==> config.mk <==
export PLATFORM = sky130hd
export DESIGN_NAME = seg_display_scan_driver_flat
export DESIGN_NICKNAME = d
export VERILOG_FILES = /design/src/rtl/seg_display_scan_driver_pkg.sv /design/src/rtl/seg_display_scan_driver_if.sv /design/src/rtl/seg_display_scan_driver_hex_to_seg7.sv /design/src/rtl/seg_display_scan_driver.sv /design/src/flat_wrapper.sv
export SDC_FILE = /design/constraint.sdc
export NUM_CORES = 1
export LEC_CHECK = 0
export ABC_CLOCK_PERIOD_IN_PS = 2400
export CAP_MARGIN = 0
export CORE_MARGIN = 2
export CORE_UTILIZATION = 29
export DETAILED_ROUTE_END_ITERATION = 16
export HOLD_SLACK_MARGIN = 0.15
export PLACE_DENSITY_LB_ADDON = 0.15
export SYNTH_ARGS = -nofsm -noshare
export SYNTH_HDL_FRONTEND = slang
export SYNTH_SLANG_ARGS = --single-unit
==> constraint.sdc <==
create_clock -name clock -period 2.4 [get_ports clock]
set_input_delay 0.48 -clock clock [delete_from_list [all_inputs] [get_ports clock]]
set_output_delay 0.48 -clock clock [all_outputs]
set_load 0.05 [all_outputs]
==> src/rtl/seg_display_scan_driver_pkg.sv <==
// Shared definitions for the multiplexed 7-segment scan driver.
// Contents:
//   ScanState  - two-phase slot state (blank gap, then digit lit)
//   SEG_OFF    - active-high "all segments dark" pattern
//   SEG_HEX    - active-high {g,f,e,d,c,b,a} patterns for hex digits 0..F
//   hexToSeg   - nibble -> active-high segment pattern lookup
package seg_display_scan_driver_pkg;

  typedef enum logic {
    ST_BLANK = 1'b0,
    ST_ON    = 1'b1
  } ScanState;

  localparam logic [6:0] SEG_OFF = 7'h00;

  // Element [n] holds the glyph for hex value n; the list runs from F down to 0.
  localparam logic [15:0][6:0] SEG_HEX = {
    7'h71, 7'h79, 7'h5E, 7'h39, 7'h7C, 7'h77, 7'h6F, 7'h7F,
    7'h07, 7'h7D, 7'h6D, 7'h66, 7'h4F, 7'h5B, 7'h06, 7'h3F
  };

  function automatic logic [6:0] hexToSeg(input logic [3:0] nibble);
    return SEG_HEX[nibble];
  endfunction

endpackage

==> src/rtl/seg_display_scan_driver_if.sv <==
// Bus between the display data producer (master) and the scan driver (slave).
// Signals:
//   load        - 1-cycle strobe capturing digits_in/dp_in/digit_en
//   digits_in   - hex nibble per digit, digit 0 in bits [3:0]
//   dp_in       - decimal point per digit (1 = lit)
//   digit_en    - 1 = digit shown, 0 = slot kept dark
//   update_pend - captured data waiting for the next frame boundary
//   frame_done  - pulse on the last output cycle of the final digit
//   anode_out   - digit select, one-hot when active
//   seg_out     - segments {g,f,e,d,c,b,a}
//   dp_out      - decimal point
interface seg_display_scan_driver_if #(
  parameter int NUM_DIGITS = 4
);

  logic                      load;
  logic [4*NUM_DIGITS-1:0]   digits_in;
  logic [NUM_DIGITS-1:0]     dp_in;
  logic [NUM_DIGITS-1:0]     digit_en;
  logic                      update_pend;
  logic                      frame_done;
  logic [NUM_DIGITS-1:0]     anode_out;
  logic [6:0]                seg_out;
  logic                      dp_out;

  modport master (
    output load, digits_in, dp_in, digit_en,
    input  update_pend, frame_done, anode_out, seg_out, dp_out
  );

  modport slave (
    input  load, digits_in, dp_in, digit_en,
    output update_pend, frame_done, anode_out, seg_out, dp_out
  );

endinterface

==> src/rtl/seg_display_scan_driver_hex_to_seg7.sv <==
// Combinational hex nibble to 7-segment decoder, reusable by any display user.
// Ports:
//   nibble_i - hex value 0..F
//   seg_o    - active-high {g,f,e,d,c,b,a} pattern
module hex_to_seg7
  import seg_display_scan_driver_pkg::*;
(
  input  logic [3:0] nibble_i,
  output logic [6:0] seg_o
);

  // Pure table lookup; polarity is left to the caller.
  always_comb begin
    seg_o = hexToSeg(nibble_i);
  end

endmodule

==> src/rtl/seg_display_scan_driver.sv <==
// Multiplexed 7-segment scan driver. Each digit slot starts with a blanking gap
// (all anodes off) to avoid ghosting, then lights the digit. New display data is
// held in a pending register and copied into the shadow (displayed) register only
// at a frame boundary, so a frame never mixes old and new values.
// Ports:
//   clock - system clock
//   reset - synchronous, active-high
//   bus   - slave side of seg_display_scan_driver_if (load/data in, display out)
module seg_display_scan_driver
  import seg_display_scan_driver_pkg::*;
#(
  parameter int NUM_DIGITS   = 4,
  parameter int SLOT_CYCLES  = 1000,
  parameter int BLANK_CYCLES = 16,
  parameter bit ACTIVE_LOW   = 1'b1
) (
  input logic                        clock,
  input logic                        reset,
  seg_display_scan_driver_if.slave   bus
);

  localparam int CW = (SLOT_CYCLES > 1) ? $clog2(SLOT_CYCLES) : 1;
  localparam int IW = (NUM_DIGITS > 1) ? $clog2(NUM_DIGITS) : 1;
  localparam logic [CW-1:0] BLANK_LAST = CW'(BLANK_CYCLES - 1);
  localparam logic [CW-1:0] SLOT_LAST  = CW'(SLOT_CYCLES - 1);
  localparam logic [IW-1:0] IDX_LAST   = IW'(NUM_DIGITS - 1);
  // XOR masks that turn active-high values into the physical output polarity.
  localparam logic [NUM_DIGITS-1:0] POL_ANODE = {NUM_DIGITS{ACTIVE_LOW}};
  localparam logic [6:0]            POL_SEG   = {7{ACTIVE_LOW}};

  ScanState                    stateQ, stateD;
  logic [CW-1:0]               slotCntQ, slotCntD;
  logic [IW-1:0]               digitIdxQ, digitIdxD;
  logic [NUM_DIGITS-1:0][3:0]  pendDigitsQ, pendDigitsD;
  logic [NUM_DIGITS-1:0]       pendDpQ, pendDpD;
  logic [NUM_DIGITS-1:0]       pendEnQ, pendEnD;
  logic                        pendValidQ, pendValidD;
  logic [NUM_DIGITS-1:0][3:0]  shadowDigitsQ, shadowDigitsD;
  logic [NUM_DIGITS-1:0]       shadowDpQ, shadowDpD;
  logic [NUM_DIGITS-1:0]       shadowEnQ, shadowEnD;
  logic [NUM_DIGITS-1:0]       anodeQ, anodeD;
  logic [6:0]                  segQ, segD;
  logic                        dpQ, dpD;
  logic                        frameDoneQ, frameDoneD;
  logic                        frameBoundary;
  logic [3:0]                  curNibble;
  logic [6:0]                  curSeg;

  assign curNibble = shadowDigitsQ[digitIdxQ];

  hex_to_seg7 u_hex_to_seg7 (
    .nibble_i (curNibble),
    .seg_o    (curSeg)
  );

  // Next-state logic: scan FSM and counters, the pending/shadow handoff, and the
  // next values of the registered outputs (computed from the current state so the
  // pins lag the internal scan position by exactly one cycle).
  always_comb begin
    stateD        = stateQ;
    slotCntD      = slotCntQ + 1'b1;
    digitIdxD     = digitIdxQ;
    frameBoundary = 1'b0;
    pendDigitsD   = pendDigitsQ;
    pendDpD       = pendDpQ;
    pendEnD       = pendEnQ;
    pendValidD    = pendValidQ;
    shadowDigitsD = shadowDigitsQ;
    shadowDpD     = shadowDpQ;
    shadowEnD     = shadowEnQ;
    anodeD        = POL_ANODE;
    segD          = SEG_OFF ^ POL_SEG;
    dpD           = ACTIVE_LOW;
    frameDoneD    = 1'b0;

    // The slot counter free-runs through both phases; only the end of the ON
    // phase resets it and advances the digit.
    case (stateQ)
      ST_BLANK: begin
        if (slotCntQ == BLANK_LAST) begin
          stateD = ST_ON;
        end
      end
      ST_ON: begin
        if (slotCntQ == SLOT_LAST) begin
          stateD        = ST_BLANK;
          slotCntD      = '0;
          frameBoundary = (digitIdxQ == IDX_LAST);
          digitIdxD     = (digitIdxQ == IDX_LAST) ? '0 : digitIdxQ + 1'b1;
        end
      end
      default: begin
        stateD = ST_BLANK;
      end
    endcase

    // A load on the boundary cycle goes straight to the shadow and supersedes
    // anything pending; otherwise pending data moves over at the boundary.
    if (frameBoundary) begin
      if (bus.load) begin
        shadowDigitsD = bus.digits_in;
        shadowDpD     = bus.dp_in;
        shadowEnD     = bus.digit_en;
      end else if (pendValidQ) begin
        shadowDigitsD = pendDigitsQ;
        shadowDpD     = pendDpQ;
        shadowEnD     = pendEnQ;
      end
      pendValidD = 1'b0;
    end else if (bus.load) begin
      pendDigitsD = bus.digits_in;
      pendDpD     = bus.dp_in;
      pendEnD     = bus.digit_en;
      pendValidD  = 1'b1;
    end

    frameDoneD = frameBoundary;

    // Disabled digits keep anode, segments and dp dark for the whole slot.
    if ((stateQ == ST_ON) && shadowEnQ[digitIdxQ]) begin
      anodeD = (NUM_DIGITS'(1) << digitIdxQ) ^ POL_ANODE;
      segD   = curSeg ^ POL_SEG;
      dpD    = shadowDpQ[digitIdxQ] ^ ACTIVE_LOW;
    end
  end

  // State and output registers. Reset drops any pending update and clears the
  // shadow, so the scan restarts at digit 0 with nothing lit.
  always_ff @(posedge clock) begin
    if (reset) begin
      stateQ        <= ST_BLANK;
      slotCntQ      <= '0;
      digitIdxQ     <= '0;
      pendDigitsQ   <= '0;
      pendDpQ       <= '0;
      pendEnQ       <= '0;
      pendValidQ    <= 1'b0;
      shadowDigitsQ <= '0;
      shadowDpQ     <= '0;
      shadowEnQ     <= '0;
      anodeQ        <= POL_ANODE;
      segQ          <= SEG_OFF ^ POL_SEG;
      dpQ           <= ACTIVE_LOW;
      frameDoneQ    <= 1'b0;
    end else begin
      stateQ        <= stateD;
      slotCntQ      <= slotCntD;
      digitIdxQ     <= digitIdxD;
      pendDigitsQ   <= pendDigitsD;
      pendDpQ       <= pendDpD;
      pendEnQ       <= pendEnD;
      pendValidQ    <= pendValidD;
      shadowDigitsQ <= shadowDigitsD;
      shadowDpQ     <= shadowDpD;
      shadowEnQ     <= shadowEnD;
      anodeQ        <= anodeD;
      segQ          <= segD;
      dpQ           <= dpD;
      frameDoneQ    <= frameDoneD;
    end
  end

  assign bus.anode_out   = anodeQ;
  assign bus.seg_out     = segQ;
  assign bus.dp_out      = dpQ;
  assign bus.update_pend = pendValidQ;
  assign bus.frame_done  = frameDoneQ;

endmodule
==> src/flat_wrapper.sv <==
// flat-port wrapper written by rule: the top's interface ports become plain ports
module seg_display_scan_driver_flat import seg_display_scan_driver_pkg::*;
#(
  parameter int NUM_DIGITS   = 4,
  parameter int SLOT_CYCLES  = 1000,
  parameter int BLANK_CYCLES = 16,
  parameter bit ACTIVE_LOW   = 1'b1
)
  (clock, reset, bus_load, bus_digits_in, bus_dp_in, bus_digit_en, bus_update_pend, bus_frame_done, bus_anode_out, bus_seg_out, bus_dp_out);
  seg_display_scan_driver_if #(.NUM_DIGITS(NUM_DIGITS)) bus_i ();
  input logic clock;
  input logic reset;
  input wire logic [$bits(bus_i.load)-1:0] bus_load;
  input wire logic [$bits(bus_i.digits_in)-1:0] bus_digits_in;
  input wire logic [$bits(bus_i.dp_in)-1:0] bus_dp_in;
  input wire logic [$bits(bus_i.digit_en)-1:0] bus_digit_en;
  output wire logic [$bits(bus_i.update_pend)-1:0] bus_update_pend;
  output wire logic [$bits(bus_i.frame_done)-1:0] bus_frame_done;
  output wire logic [$bits(bus_i.anode_out)-1:0] bus_anode_out;
  output wire logic [$bits(bus_i.seg_out)-1:0] bus_seg_out;
  output wire logic [$bits(bus_i.dp_out)-1:0] bus_dp_out;
  assign bus_i.load = bus_load;
  assign bus_i.digits_in = bus_digits_in;
  assign bus_i.dp_in = bus_dp_in;
  assign bus_i.digit_en = bus_digit_en;
  assign bus_update_pend = bus_i.update_pend;
  assign bus_frame_done = bus_i.frame_done;
  assign bus_anode_out = bus_i.anode_out;
  assign bus_seg_out = bus_i.seg_out;
  assign bus_dp_out = bus_i.dp_out;
  seg_display_scan_driver #(.NUM_DIGITS(NUM_DIGITS), .SLOT_CYCLES(SLOT_CYCLES), .BLANK_CYCLES(BLANK_CYCLES), .ACTIVE_LOW(ACTIVE_LOW)) u_core (.clock(clock), .reset(reset), .bus(bus_i));
endmodule
==> results_dict.tcl <==
set metrics [dict create \
    clkTransAtPathRegs_ns 0.06 \
    worstPathArrival_ns 2.26 \
    irDropWorstVdd_mv 0.397 \
    yosys_warnings 0 \
    period_share_pct 83.6 \
    firstDrtPassIters 4 \
    num_rows 39 \
    setup_tns_ns 0 \
    design_area_um2 4210 \
    viasPerCell 4.76 \
    synthToLayoutAreaGrowth_pct 23.4 \
    grt_antenna_before_repair 0 \
    crit_path_max_fanout 13 \
    via_count 2539 \
    slew_headroom_pct 66.1 \
    synth-main-ff-cell "dfxtp_1" \
    worstSetupEndpointType "flop" \
    switchingPower_uw 646 \
    wl_mm 7.39 \
    dieArea_um2 12600 \
    grt_max_degree 39 \
    grt_pass1_wl_mm 12.5 \
    start_kind "flop" \
    r2r_start "u_core.digitIdxQ[0]" \
    register_area_um2 1500 \
    final_util_pct 36.8 \
    ys_seq_area_share_pct 44.1 \
    p_sw_share_pct 21.7 \
    synthesis.nets 388 \
    crit_end "u_core.bus.seg_out[3]" \
    wl_per_cell_um 13.9 \
    gp_congestion 0.757 \
    leakagePower_uw 0.00154 \
    async_reset_ff_share_pct 0 \
    placeableCoreArea_um2 11400 \
    placed_area_um2 3870 \
    finish.net_count 423 \
    nFillCells 1193 \
    clk_latency_ns 0.33 \
    grt_pass1_vias 2462 \
    num_antenna_cells 0 \
    p_int_uw 2330 \
    period_needed_ns 2.01 \
    drive_gt1_share_pct 13.1 \
    cts_resized 0 \
    ant_nets 0 \
    skew_ns 0.00712 \
    p_comb_share_pct 6.1 \
    cts_tree "done" \
    synth_edf_count 0 \
    multi_input_area_um2 1680 \
    rsz0062_at_grt "false" \
    critPathRequiredTime_ns 2.65 \
    root_buffer "clkbuf_16" \
    worstMarginPinSlew_ns 0.508 \
    ff2ff_setup_slack_ns 0.39 \
    reg2regPathDepth 5 \
    syn_inst 350 \
    setup_violations 0 \
    min_path_type "reg2reg" \
    crit_type "reg2reg" \
    gr-total-overflow 0 \
    cts_setup_buffers 0 \
    slew_violations 0 \
    drc 0 \
    max-clock-path-buffers 2 \
    p_per_area_nw_per_um2 707 \
    hold_buffers 0 \
    yosysUniqueCellTypes 41 \
    p_seq_share_pct 43.3 \
    drv_cap 0 \
    io_buffers 40 \
    start_util_pct 29.8 \
    place_inst 517 \
    cts_sinks 75 \
    die_h_um 112 \
    worstSetupStartpoint "u_core.digitIdxQ[0]" \
    io_pins 41 \
    finalHoldViolCount 0 \
    grt_usage_pct 12.5 \
    p_clk_share_pct 50.6 \
    syn_area_um2 3410 \
    r2r-end "u_core.bus.seg_out[3]" \
    max_freq_ghz 0.498 \
    post-dp-hpwl_mm 4.98 \
    first_iter_violations 115 \
    synth.avg_cell_area_um2 9.73 \
    die_w_um 112 \
    outcome "complete, no violations" \
    final_cells 533 \
    cts_buffers 9 \
    synth_seq_cells 75 \
    htreeDepth 3 \
]
through the flow:
stage               hold slack [ns]  power [uW]  worst slack [ns]
detailed placement            0.445        1500             0.374
CTS                           0.454        3020             0.364
finish                        0.450        2970             0.393
global route                  0.470        3100             0.223
floorplan                     0.418        1430             0.593
global placement              0.433        1500             0.415
registers in the layout, indices dropped and copies added (netlist names):
register and cells:
u_core.bus.seg_out 7, u_core.bus.dp_out 1, u_core.shadowEnQ 4, u_core.slotCntQ 10, u_core.pendEnQ 4, u_core.bus.anode_out 4
u_core.pendDpQ 4, u_core.bus.frame_done 1, u_core.digitIdxQ 2, u_core.shadowDpQ 4, u_core.stateQ 1, u_core.pendDigitsQ 16
u_core.bus.update_pend 1, u_core.shadowDigitsQ 16
cells by family (layout without fill, tap and decap cells):
| logic type | after synthesis | after routing | share of synthesized area (%) |
|---|---|---|---|
| AO/OA/AOI/OAI | 86 | 86 | 16.9 |
| adder cells (fa/ha/maj) | 11 | 11 | 4.04 |
| AND/OR/NAND/NOR | 100 | 100 | 13.7 |
| buffers and inverters | 35 | 75 | 6.72 |
| multiplexers | 35 | 35 | 12.5 |
| XOR/XNOR | 8 | 8 | 2.06 |
| flip-flops | 75 | 75 | 44.1 |
how the worst min path moves through the flow:
stage | cells after the start | slack [ns] | from | end
3_3_place_gp | 1 | 0.43 | u_core.slotCntQ[0] | u_core.slotCntQ[0]
3_5_place_dp | 1 | 0.45 | u_core.slotCntQ[0] | u_core.slotCntQ[0]
4_1_cts | 1 | 0.45 | u_core.slotCntQ[0] | u_core.slotCntQ[0]
6_report | 1 | 0.45 | u_core.slotCntQ[0] | u_core.slotCntQ[0]
2_1_floorplan | 1 | 0.42 | u_core.slotCntQ[0] | u_core.slotCntQ[0]
5_1_grt | 2 | 0.47 | u_core.pendEnQ[2] | u_core.pendEnQ[2]
worst max-delay path, stage by stage, from the launching register on:
cell	delay [ns]
dfxtp_1	0.45
buf_4	0.23
mux4_2	0.54
and3b_1	0.33
and3_1	0.23
a31oi_1	0.14
synthesized netlist by cell type, types with 3 or more instances:
cell,number,area (um^2)
a21oi_1,51,255
xnor2_1,5,43.8
nor3_1,4,20.0
nand2_1,57,214
nor2_1,18,67.6
ha_1,11,138
buf_2,6,30.0
buf_6,4,45.0
xor2_1,3,26.3
o221ai_1,4,35.0
mux4_2,6,135
inv_1,9,33.8
a211oi_2,7,87.6
dfxtp_1,75,1500
nand3_1,3,15.0
mux2i_1,28,280
clkbuf_1,11,41.3
a211oi_1,17,128
or2_2,4,25.0
cells in the final DEF, fill, tap and decap left out, types with 9 or more instances in the layout:
master	instances
a211oi_1	17
a21oi_1	51
buf_4	9
clkbuf_16	9
clkdlybuf4s50_1	38
dfxtp_1	75
ha_1	11
inv_1	9
mux2i_1	28
nand2_1	57
nor2_1	18
final cells by class:
class | count | area share (%)
inverters | 9 | 0.803
repair buffers | 50 | 11.4
clock inverters | 5 | 1.99
flip-flops and latches | 75 | 35.7
clock buffers | 11 | 6.01
multi-input cells | 240 | 39.9
well taps | 143 | 4.25
power groups by stage:
| stage | registers (uW) | logic, uW | clock network (uW) |
|---|---|---|---|
| 2_1_floorplan | 1320 | 114 | 0 |
| 3_3_place_gp | 1310 | 186 | 0 |
| 3_5_place_dp | 1310 | 186 | 0 |
| 4_1_cts | 1290 | 187 | 1550 |
| 5_1_grt | 1290 | 204 | 1610 |
| 6_report | 1290 | 183 | 1500 |
metal layers:
metal | up-vias | routed length (um) | GRT usage [%]
li1 | 1301 | - | -
met2 | 48 | 3290 | 19.4
met1 | 1180 | 3690 | 16.6
met5 | - | 0 | 0
met4 | 0 | 107 | 5.20
met3 | 10 | 306 | 3.35
No activity file was read; power rests on OpenSTA's default activity.
